[config.mk]
export PLATFORM = sky130hd
export DESIGN_NAME = mem_arbiter
export DESIGN_NICKNAME = d
export VERILOG_FILES = /design/src/rtl/mem_arbiter_pkg.sv /design/src/rtl/mem_arbiter_rd_tag_pipe.sv /design/src/rtl/mem_arbiter.sv
export SDC_FILE = /design/constraint.sdc
export NUM_CORES = 1
export LEC_CHECK = 0
export BUFFER_PORTS_ARGS = -buffer_cell sky130_fd_sc_hd__clkbuf_2
export CAP_MARGIN = 25
export CORE_UTILIZATION = 51
export CTS_CLUSTER_SIZE = 12
export DETAILED_ROUTE_END_ITERATION = 7
export GPL_ROUTABILITY_DRIVEN = 0
export PLACE_DENSITY_LB_ADDON = 0.3
export SETUP_SLACK_MARGIN = 0.5
export SYNTH_ARGS = -nofsm -noshare
export SYNTH_HDL_FRONTEND = slang
export SYNTH_SLANG_ARGS = --single-unit
export TNS_END_PERCENT = 100
[constraint.sdc]
create_clock -name clk -period 4.3 [get_ports clk]
set_clock_uncertainty 0.05 [all_clocks]
set_input_delay 0.215 -clock clk [delete_from_list [all_inputs] [get_ports clk]]
set_output_delay 0.215 -clock clk [all_outputs]
set_load 0.01 [all_outputs]
[src/rtl/mem_arbiter_pkg.sv]
// Shared encodings for the RAM arbiter: memory command codes and arbiter FSM states.
package mem_defines;

    localparam logic [1:0] MNONE  = 2'b00;
    localparam logic [1:0] MREAD  = 2'b01;
    localparam logic [1:0] MWRITE = 2'b10;

    typedef enum logic [1:0] {
        IDLE = 2'b00,
        OWN0 = 2'b01,
        OWN1 = 2'b10
    } arb_state_t;

    // 2'b11 is not a legal command and must never win a grant.
    function automatic logic is_access(input logic [1:0] cmd);
        return (cmd == MREAD) || (cmd == MWRITE);
    endfunction

endpackage

[src/rtl/mem_arbiter_rd_tag_pipe.sv]
// Read tag delay line: carries {valid, port_id} alongside the RAM read latency
// so returning data can be steered to the requester that issued it.
module rd_tag_pipe #(
    parameter int DEPTH = 1
) (
    input  logic clk,
    input  logic reset,
    input  logic i_valid,
    input  logic i_port,
    output logic o_valid,
    output logic o_port
);

    logic [DEPTH-1:0] r_valid;
    logic [DEPTH-1:0] r_port;

    always_ff @(posedge clk or negedge reset) begin
        if (!reset) begin
            r_valid <= '0;
            r_port  <= '0;
        end else begin
            r_valid[0] <= i_valid;
            r_port[0]  <= i_port;
            for (int i = 1; i < DEPTH; i++) begin
                r_valid[i] <= r_valid[i-1];
                r_port[i]  <= r_port[i-1];
            end
        end
    end

    assign o_valid = r_valid[DEPTH-1];
    assign o_port  = r_port[DEPTH-1];

endmodule

[src/rtl/mem_arbiter.sv]
// Two-port round-robin arbiter for the shared program/data RAM, with bounded
// burst ownership, registered RAM command and tagged read-data return.
module mem_arbiter
    import mem_defines::*;
#(
    parameter int AW       = 9,
    parameter int DW       = 16,
    parameter int RD_LAT   = 1,
    parameter int MAX_LOCK = 8
) (
    input  logic          clk,
    input  logic          reset,
    input  logic [1:0]    req0_cmd,
    input  logic [AW-1:0] req0_addr,
    input  logic [DW-1:0] req0_wdata,
    input  logic          req0_lock,
    output logic          gnt0,
    output logic          rvalid0,
    input  logic [1:0]    req1_cmd,
    input  logic [AW-1:0] req1_addr,
    input  logic [DW-1:0] req1_wdata,
    input  logic          req1_lock,
    output logic          gnt1,
    output logic          rvalid1,
    output logic [DW-1:0] rdata,
    output logic [1:0]    mem_cmd,
    output logic [AW-1:0] mem_addr,
    output logic [DW-1:0] mem_wdata,
    input  logic [DW-1:0] mem_rdata,
    output logic [1:0]    o_state
);

    localparam int CW = $clog2(MAX_LOCK + 1);

    arb_state_t    r_state, w_next_state;
    logic          r_rr_ptr, w_next_rr;
    logic [CW-1:0] r_lock_cnt, w_next_cnt;
    logic          w_req0, w_req1, w_gnt0, w_gnt1;
    logic          w_own1, w_own_req, w_own_lock;
    logic          r_mem_port;
    logic          w_tag_valid, w_tag_port;
    logic [DW-1:0] r_rdata;

    assign w_req0     = is_access(req0_cmd);
    assign w_req1     = is_access(req1_cmd);
    assign w_own1     = (r_state == OWN1);
    assign w_own_req  = w_own1 ? w_req1 : w_req0;
    assign w_own_lock = w_own1 ? req1_lock : req0_lock;

    // lock_cnt counts grants of the current ownership including the one being
    // given, so the owner gets at most MAX_LOCK back-to-back grants.
    always_comb begin
        w_gnt0       = 1'b0;
        w_gnt1       = 1'b0;
        w_next_state = r_state;
        w_next_rr    = r_rr_ptr;
        w_next_cnt   = r_lock_cnt;
        case (r_state)
            IDLE: begin
                if (w_req0 && (!w_req1 || !r_rr_ptr)) begin
                    w_gnt0 = 1'b1;
                end else if (w_req1) begin
                    w_gnt1 = 1'b1;
                end
                if (w_gnt0 || w_gnt1) begin
                    w_next_rr = w_gnt0;
                end
                if (MAX_LOCK > 1) begin
                    if (w_gnt0 && req0_lock) begin
                        w_next_state = OWN0;
                        w_next_cnt   = CW'(1);
                    end else if (w_gnt1 && req1_lock) begin
                        w_next_state = OWN1;
                        w_next_cnt   = CW'(1);
                    end
                end
            end
            OWN0, OWN1: begin
                if (w_own_req) begin
                    w_gnt0 = !w_own1;
                    w_gnt1 = w_own1;
                    if (!w_own_lock || r_lock_cnt >= CW'(MAX_LOCK - 1)) begin
                        w_next_state = IDLE;
                        w_next_cnt   = '0;
                        w_next_rr    = !w_own1;
                    end else begin
                        w_next_cnt = r_lock_cnt + CW'(1);
                    end
                end else begin
                    w_next_state = IDLE;
                    w_next_cnt   = '0;
                end
            end
            default: begin
                w_next_state = IDLE;
                w_next_cnt   = '0;
            end
        endcase
    end

    always_ff @(posedge clk or negedge reset) begin
        if (!reset) begin
            r_state    <= IDLE;
            r_rr_ptr   <= 1'b0;
            r_lock_cnt <= '0;
        end else begin
            r_state    <= w_next_state;
            r_rr_ptr   <= w_next_rr;
            r_lock_cnt <= w_next_cnt;
        end
    end

    always_ff @(posedge clk or negedge reset) begin
        if (!reset) begin
            mem_cmd    <= MNONE;
            mem_addr   <= '0;
            mem_wdata  <= '0;
            r_mem_port <= 1'b0;
        end else if (w_gnt0 || w_gnt1) begin
            mem_cmd    <= w_gnt1 ? req1_cmd   : req0_cmd;
            mem_addr   <= w_gnt1 ? req1_addr  : req0_addr;
            mem_wdata  <= w_gnt1 ? req1_wdata : req0_wdata;
            r_mem_port <= w_gnt1;
        end else begin
            mem_cmd <= MNONE;
        end
    end

    rd_tag_pipe #(.DEPTH(RD_LAT)) u_rd_tag_pipe (
        .clk     (clk),
        .reset   (reset),
        .i_valid (mem_cmd == MREAD),
        .i_port  (r_mem_port),
        .o_valid (w_tag_valid),
        .o_port  (w_tag_port)
    );

    // rdata passes the RAM word through on the return cycle and holds it after.
    always_ff @(posedge clk or negedge reset) begin
        if (!reset) begin
            r_rdata <= '0;
        end else if (w_tag_valid) begin
            r_rdata <= mem_rdata;
        end
    end

    assign rdata   = w_tag_valid ? mem_rdata : r_rdata;
    assign rvalid0 = w_tag_valid & ~w_tag_port;
    assign rvalid1 = w_tag_valid & w_tag_port;
    assign gnt0    = w_gnt0 & reset;
    assign gnt1    = w_gnt1 & reset;
    assign o_state = r_state;

endmodule

==> qor.csv, run 1 <==
metric;value;unit
status;finished with violations;
violations;negative hold slack;
grt_pass1_wl;10400;um
yosysUniqueCellTypes;41;
yosys-top-cells-area;dfrtp_1 (49%), inv_1 (8.5%), o221ai_1 (8.4%);
finalSetupTns;0;ns
yosysSeqAreaShare;48.7;%
layout.nets;454;
setup.worst_path.end;mem_wdata[4]$_DFFE_PN0P_;
power.density;721;nW/um^2
dr.pass1.iters;4;
synthToLayoutAreaGrowth;28.4;%
drc_errors;0;
viasPerCell;5.38;
portBuffers;122;
crit_buf_inv;2;
wl;6520;um
setup_viol;0;
r2r_end;mem_wdata[4]$_DFFE_PN0P_;
crit_family;compound AO/OA/AOI/OAI gates;
period_needed;2.48;ns
grt_pass1_vias;2328;
dpl_cell_area;3380;um^2
critical-path-max-stage-delay;0.62;ns
h-tree-depth;2;
cts.clk_slew.worst_paths;0.09;ns
synthesis.nets;335;
die_area;5630;um^2
antenna_cells;0;
clkLatencyLatePin;0.30;ns
ys.flop_type;dfrtp_1;
async_flop_share;100;%
crit_path_end_kind;register;
required;4.39;ns
dieWidth;75.1;um
grtUsageTotal;24.5;%
overflow;0;
holdWs;-0.0208;ns
die_h;75.1;um
rows;26;
yosysMostFrequentCell;inv_1;
syn_area;2720;um^2
grt_max_degree;56;
grtUsageMet2;42.2;%
synth_edf_count;0;
numCtsBuffers;5;
post_synth.cell_area_avg;10.6;um^2
slowest_stage;a31oi_4;
yosys_warnings;0;
dp_hpwl;4860;um
path_cells;inv_1 -> ha_1 -> buf_16 -> nand2b_1 -> nand2b_1 -> a31oi_4 -> o221ai_1;
antenna_found_initial;0;
cts_max_path_buffers;2;
core_area;5140;um^2
worst_setup_path_start_kind;register;
gr-usage-met3;6.16;%
r2r-start;o_state[0]$_DFFE_PN0P_;
cts_hold_buffers;0;
worstSetupPathType;reg -> reg;
fmax;403;MHz
r2r_cells;7;
tightestPinTransition;0.702;ns
slew_headroom;53.2;%
gr-usage-met1;29.4;%
cts_root_buffer;clkbuf_8;
synth_common_cells;inv_1 (62), dfrtp_1 (53), o211ai_1 (26), o221ai_1 (26), mux2_2 (17);
io-pin-count;123;
crit_arrival;2.57;ns
hold_path.class;in -> async;
drtIter0Drc;117;
synthCells;257;
vias;2401;
cts_tree;done;
hold_viol_final;30;
final_cell_area;3490;um^2
drv_slew;0;
ir_worst_vdd;330;uV
netlist.area_leader.share;48.7;%
critical_path.most_common_cell;nand2b_1;
crit_start;o_state[0]$_DFFE_PN0P_;
cp_num_cells;7;
layout-drive-gt1-share;42.8;%
ys_ff_latch;53;
maxCapViolations;0;
post_cts_resized;0;
floorplan.initialDensity;53.0;%
cts_sinks;53;
rsz0062_at_grt;no;
min_period_over_period;57.7;%
p_leak;1.81;nW
yosys.area.top_type;dfrtp_1;
routedWlPerCell;14.6;um
final_antenna_net_count;0;
busiest_layer;met2;
cp_max_fo;28;
r2r_slack;1.82;ns
cts_setup_buffers;0;
-- through the flow --
stage | hold slack [ns] | power [mW] | cells | setup WS [ns] | util, %
finish | -0.0208 | 2.52 | 446 | 1.82 | 68.0
global placement | 0.311 | 2.18 | 438 | 1.60 | 65.7
global route | 0.0453 | 2.72 | 446 | 1.63 | 68.0
detailed placement | 0.315 | 2.22 | 438 | 1.44 | 65.7
CTS | 0.00472 | 2.50 | 445 | 1.41 | 67.5
floorplan | -0.131 | 1.78 | 257 | 2.37 | -
-- final cells by class --
cell class | instances | area, um^2
clock inverters | 1 | 7.51
fillers | 447 | 1650
clock buffers | 6 | 82.6
multi-input cells | 128 | 1100
inverters | 62 | 233
repair buffers | 126 | 661
flip-flops and latches | 53 | 1330
well taps | 70 | 87.6
-- cells by family after synthesis --
logic type,synth area share (%)
AOI/OAI and AO/OA,24.2
buffers and inverters,11.2
DFF,48.7
and+or+nand+nor,4.73
muxes,7.77
xor gates and xnor gates,1.56
adders and majority gates,1.84
-- power by group --
part           leakage [nW]  internal (mW)  switching, mW  total (mW)
Clock                0.0433          0.128          0.156       0.283
Sequential            0.652          0.737          0.137       0.874
Combinational          1.12          0.589          0.772        1.36
Total                  1.81           1.45           1.06        2.52
-- flip-flops by register name, summed over array words and instances (netlist names), 2 cells and up --
register    flops
mem_addr        9
mem_wdata      16
r_rdata        16
mem_cmd         2
r_lock_cnt      4
o_state         2
-- worst min path at each step --
stage | endpoint | slack, ns | depth (start not counted)
after detailed placement | u_rd_tag_pipe.o_port$_DFF_PN0_ | 0.31 | 0
after CTS | r_rdata[3]$_DFF_PN0_ | 0.005 | 2
after floorplan | mem_addr[0]$_DFFE_PN0P_ | -0.13 | 0
after global routing | mem_addr[6]$_DFFE_PN0P_ | 0.05 | 2
after global placement | u_rd_tag_pipe.o_port$_DFF_PN0_ | 0.31 | 0
final | mem_addr[4]$_DFFE_PN0P_ | -0.02 | 2
-- routing by layer --
layer | share of wire (%) | wire, um
met1 | 43 | 2810
met2 | 47 | 3040
met3 | 8.7 | 568
met4 | 1.5 | 101
met5 | 0 | 0
-- cell usage in the layout, fill, tap and decap left out, types with 2 or more instances in the layout --
cell      count
and2_1        2
o22ai_1       2
o21ai_0       5
mux2i_1       2
nand2_1       2
nand4_1       3
buf_4         3
nand2b_1      2
xnor2_1       2
a31oi_1       2
ha_1          4
o211ai_1     26
o31ai_1       2
a211o_1       2
clkbuf_8      6
o211ai_2      2
nor2b_1       3
o221ai_1     26
a22oi_1       2
nand3_1       2
dfrtp_1      53
clkbuf_2    122
inv_1        62
mux2_2       17
a211oi_1      3
nor2_1        2
Note: power is estimated with default switching activity, not from simulation.
==> run 2: changes to the inputs <==
--- a/config.mk
+++ b/config.mk
@@ -7,7 +7,7 @@
 export LEC_CHECK = 0
 export BUFFER_PORTS_ARGS = -buffer_cell sky130_fd_sc_hd__clkbuf_2
 export CAP_MARGIN = 25
-export CORE_UTILIZATION = 51
+export CORE_UTILIZATION = 47
 export CTS_CLUSTER_SIZE = 12
 export DETAILED_ROUTE_END_ITERATION = 7
 export GPL_ROUTABILITY_DRIVEN = 0
==> constraint.sdc (replaced) <==
create_clock -name clk -period 2.4 [get_ports clk]
set_clock_uncertainty 0.05 [all_clocks]
set_input_delay 0.12 -clock clk [delete_from_list [all_inputs] [get_ports clk]]
set_output_delay 0.12 -clock clk [all_outputs]
set_load 0.01 [all_outputs]
==> run 2 against run 1 <==
Against the previous run: the flow now finishes without violations; power grew 94%; final area grew 5.8%; worst hold slack better by 0.032 ns; sequential power up 82%.
==> qor.csv, run 2 (same netlist as run 1, synthesis figures left out) <==
metric;value;unit
status;finished, final reports clean;
cts_tree;done;
clkLatencyLatePin;0.30;ns
core_area;5540;um^2
io-pin-count;123;
slowest_stage;dfrtp_2;
reg_top3;mem_wdata (16), r_rdata (16), mem_addr (9);
whs_endpoint;mem_wdata[15]$_DFFE_PN0P_;
path_cells;inv_2 -> ha_4 -> inv_1 -> a2111oi_4 -> nand3b_1 -> o31ai_2;
viasPerCell;5.31;
setup_viol;0;
p_sw_share;41.7;%
die_h;78.1;um
seqPwrFrac;32.5;%
h-tree-depth;2;
ir_worst_vdd;938;uV
maxCapViolations;0;
register_area;1330;um^2
multi_input_area;1180;um^2
hp-start;req1_wdata[15];
dp_cells;448;
cts_sinks;53;
wl;6920;um
final_cell_mix;clkbuf_2 (121), inv_1 (60), dfrtp_1 (51);
hold_viol_final;0;
power.share.clock;10.1;%
cts_max_path_buffers;2;
pwr-share-comb;57.4;%
worstHoldPathCells;3;
layout.nets;470;
power.internal;2.84;mW
power.density;1320;nW/um^2
dp_hpwl;5110;um
slew_headroom;54.3;%
cts.clk_slew.worst_paths;0.09;ns
r2r-start;o_state[1]$_DFFE_PN0P_;
grtUsageTotal;23.2;%
final_antenna_net_count;0;
min_period_over_period;79.3;%
antenna_cells;0;
final_cell_area;3700;um^2
fmax;525;MHz
numCtsBuffers;5;
crit_arrival;2.07;ns
worstSetupPathType;reg -> reg;
rsz0062_at_grt;yes;
crit_path_end_kind;register;
switchingPower;2.04;mW
routedWlPerCell;14.9;um
synthToLayoutAreaGrowth;35.8;%
grt_pass1_wl;11000;um
dieWidth;78.1;um
p_leak;1.89;nW
drc_errors;0;
grt_pass1_vias;2381;
tightestPinTransition;0.681;ns
overflow;0;
r2r_end;r_lock_cnt[1]$_DFFE_PN0P_;
hold_path.class;in -> reg;
floorplan.initialDensity;49.1;%
drv_slew;0;
cp_max_fo;4;
drtIter0Drc;103;
r2r_cells;6;
vias;2469;
antenna_found_initial;0;
rows;27;
worst_setup_path_start_kind;register;
layout-drive-gt1-share;48.3;%
die_area;6100;um^2
finalSetupTns;0;ns
required;2.56;ns
dpl_cell_area;3440;um^2
dr.pass1.iters;4;
grt_max_degree;45;
instances_no_fill;465;
portBuffers;122;
critical-path-max-stage-delay;0.44;ns
r2r_slack;0.50;ns
nFillCells;453;
layout_commonest_cell;clkbuf_2;
cts_root_buffer;clkbuf_8;
period_needed;1.90;ns
-- run 2: what timing repair did --
item                                    4_1_cts  5_1_grt
buffers inserted                              5        3
endpoints found under the hold margin         9        0
resized for setup                            14       10
pin swaps                                     5        7
hold buffers                                  1        0
endpoints found under the setup margin       36       33
-- run 2: cell type report --
cell class | instances | share of cell area [%]
Sequential cell | 53 | 35.9
Timing Repair Buffer | 142 | 20.9
Multi-Input combinational cell | 128 | 32.0
Clock buffer | 6 | 1.96
Inverter | 62 | 6.29
Clock inverter | 2 | 0.406
Tap cell | 72 | 2.44
-- run 2: per-layer routing --
layer | GRT usage, % | vias up | part of all wire, %
met5 | 0 | - | 0
met4 | 8.52 | 0 | 1.4
met3 | 5.00 | 13 | 5.5
met2 | 39.6 | 94 | 49
met1 | 28.7 | 1175 | 44
li1 | - | 1187 | -
-- run 2: how the worst max path moves through the flow --
stage,from,end,slack [ns]
final,o_state[1]$_DFFE_PN0P_,r_lock_cnt[1]$_DFFE_PN0P_,0.50
after CTS,o_state[1]$_DFFE_PN0P_,gnt1,0.49
after detailed placement,o_state[0]$_DFFE_PN0P_,r_lock_cnt[3]$_DFFE_PN0P_,0.30
after floorplan,o_state[0]$_DFFE_PN0P_,r_rr_ptr$_DFFE_PN0P_,0.51
after global routing,o_state[1]$_DFFE_PN0P_,r_lock_cnt[1]$_DFFE_PN0P_,0.41
after global placement,o_state[0]$_DFFE_PN0P_,r_lock_cnt[1]$_DFFE_PN0P_,0.44
-- run 2: power by group through the flow --
stage                     Combinational [mW]  Clock [mW]  Sequential (mW)
after floorplan                         1.58           0             1.61
after global placement                  2.46           0             1.56
after detailed placement                2.52           0             1.59
after CTS                               2.68       0.509             1.58
after global routing                    3.07       0.545             1.64
final                                   2.80       0.495             1.59
-- run 2: metrics by stage --
stage                     setup WS, ns  utilization, %  hold slack (ns)  total power, mW
final                            0.497            66.7           0.0117             4.88
after global routing             0.408            66.7          0.00438             5.25
after CTS                        0.493            65.4          0.00466             4.77
after detailed placement         0.303            62.2          -0.0342             4.11
after global placement           0.435            62.2          -0.0396             4.02
after floorplan                  0.505               -           -0.226             3.19
-- run 2: critical path: cells and delay by family (launching register included) --
family / cells / cell delay (ns)
AOI/OAI and AO/OA: 2 / 0.64
adders and majority gates: 1 / 0.30
buffers and inverters: 2 / 0.15
DFF: 1 / 0.44
and+or+nand+nor: 1 / 0.23
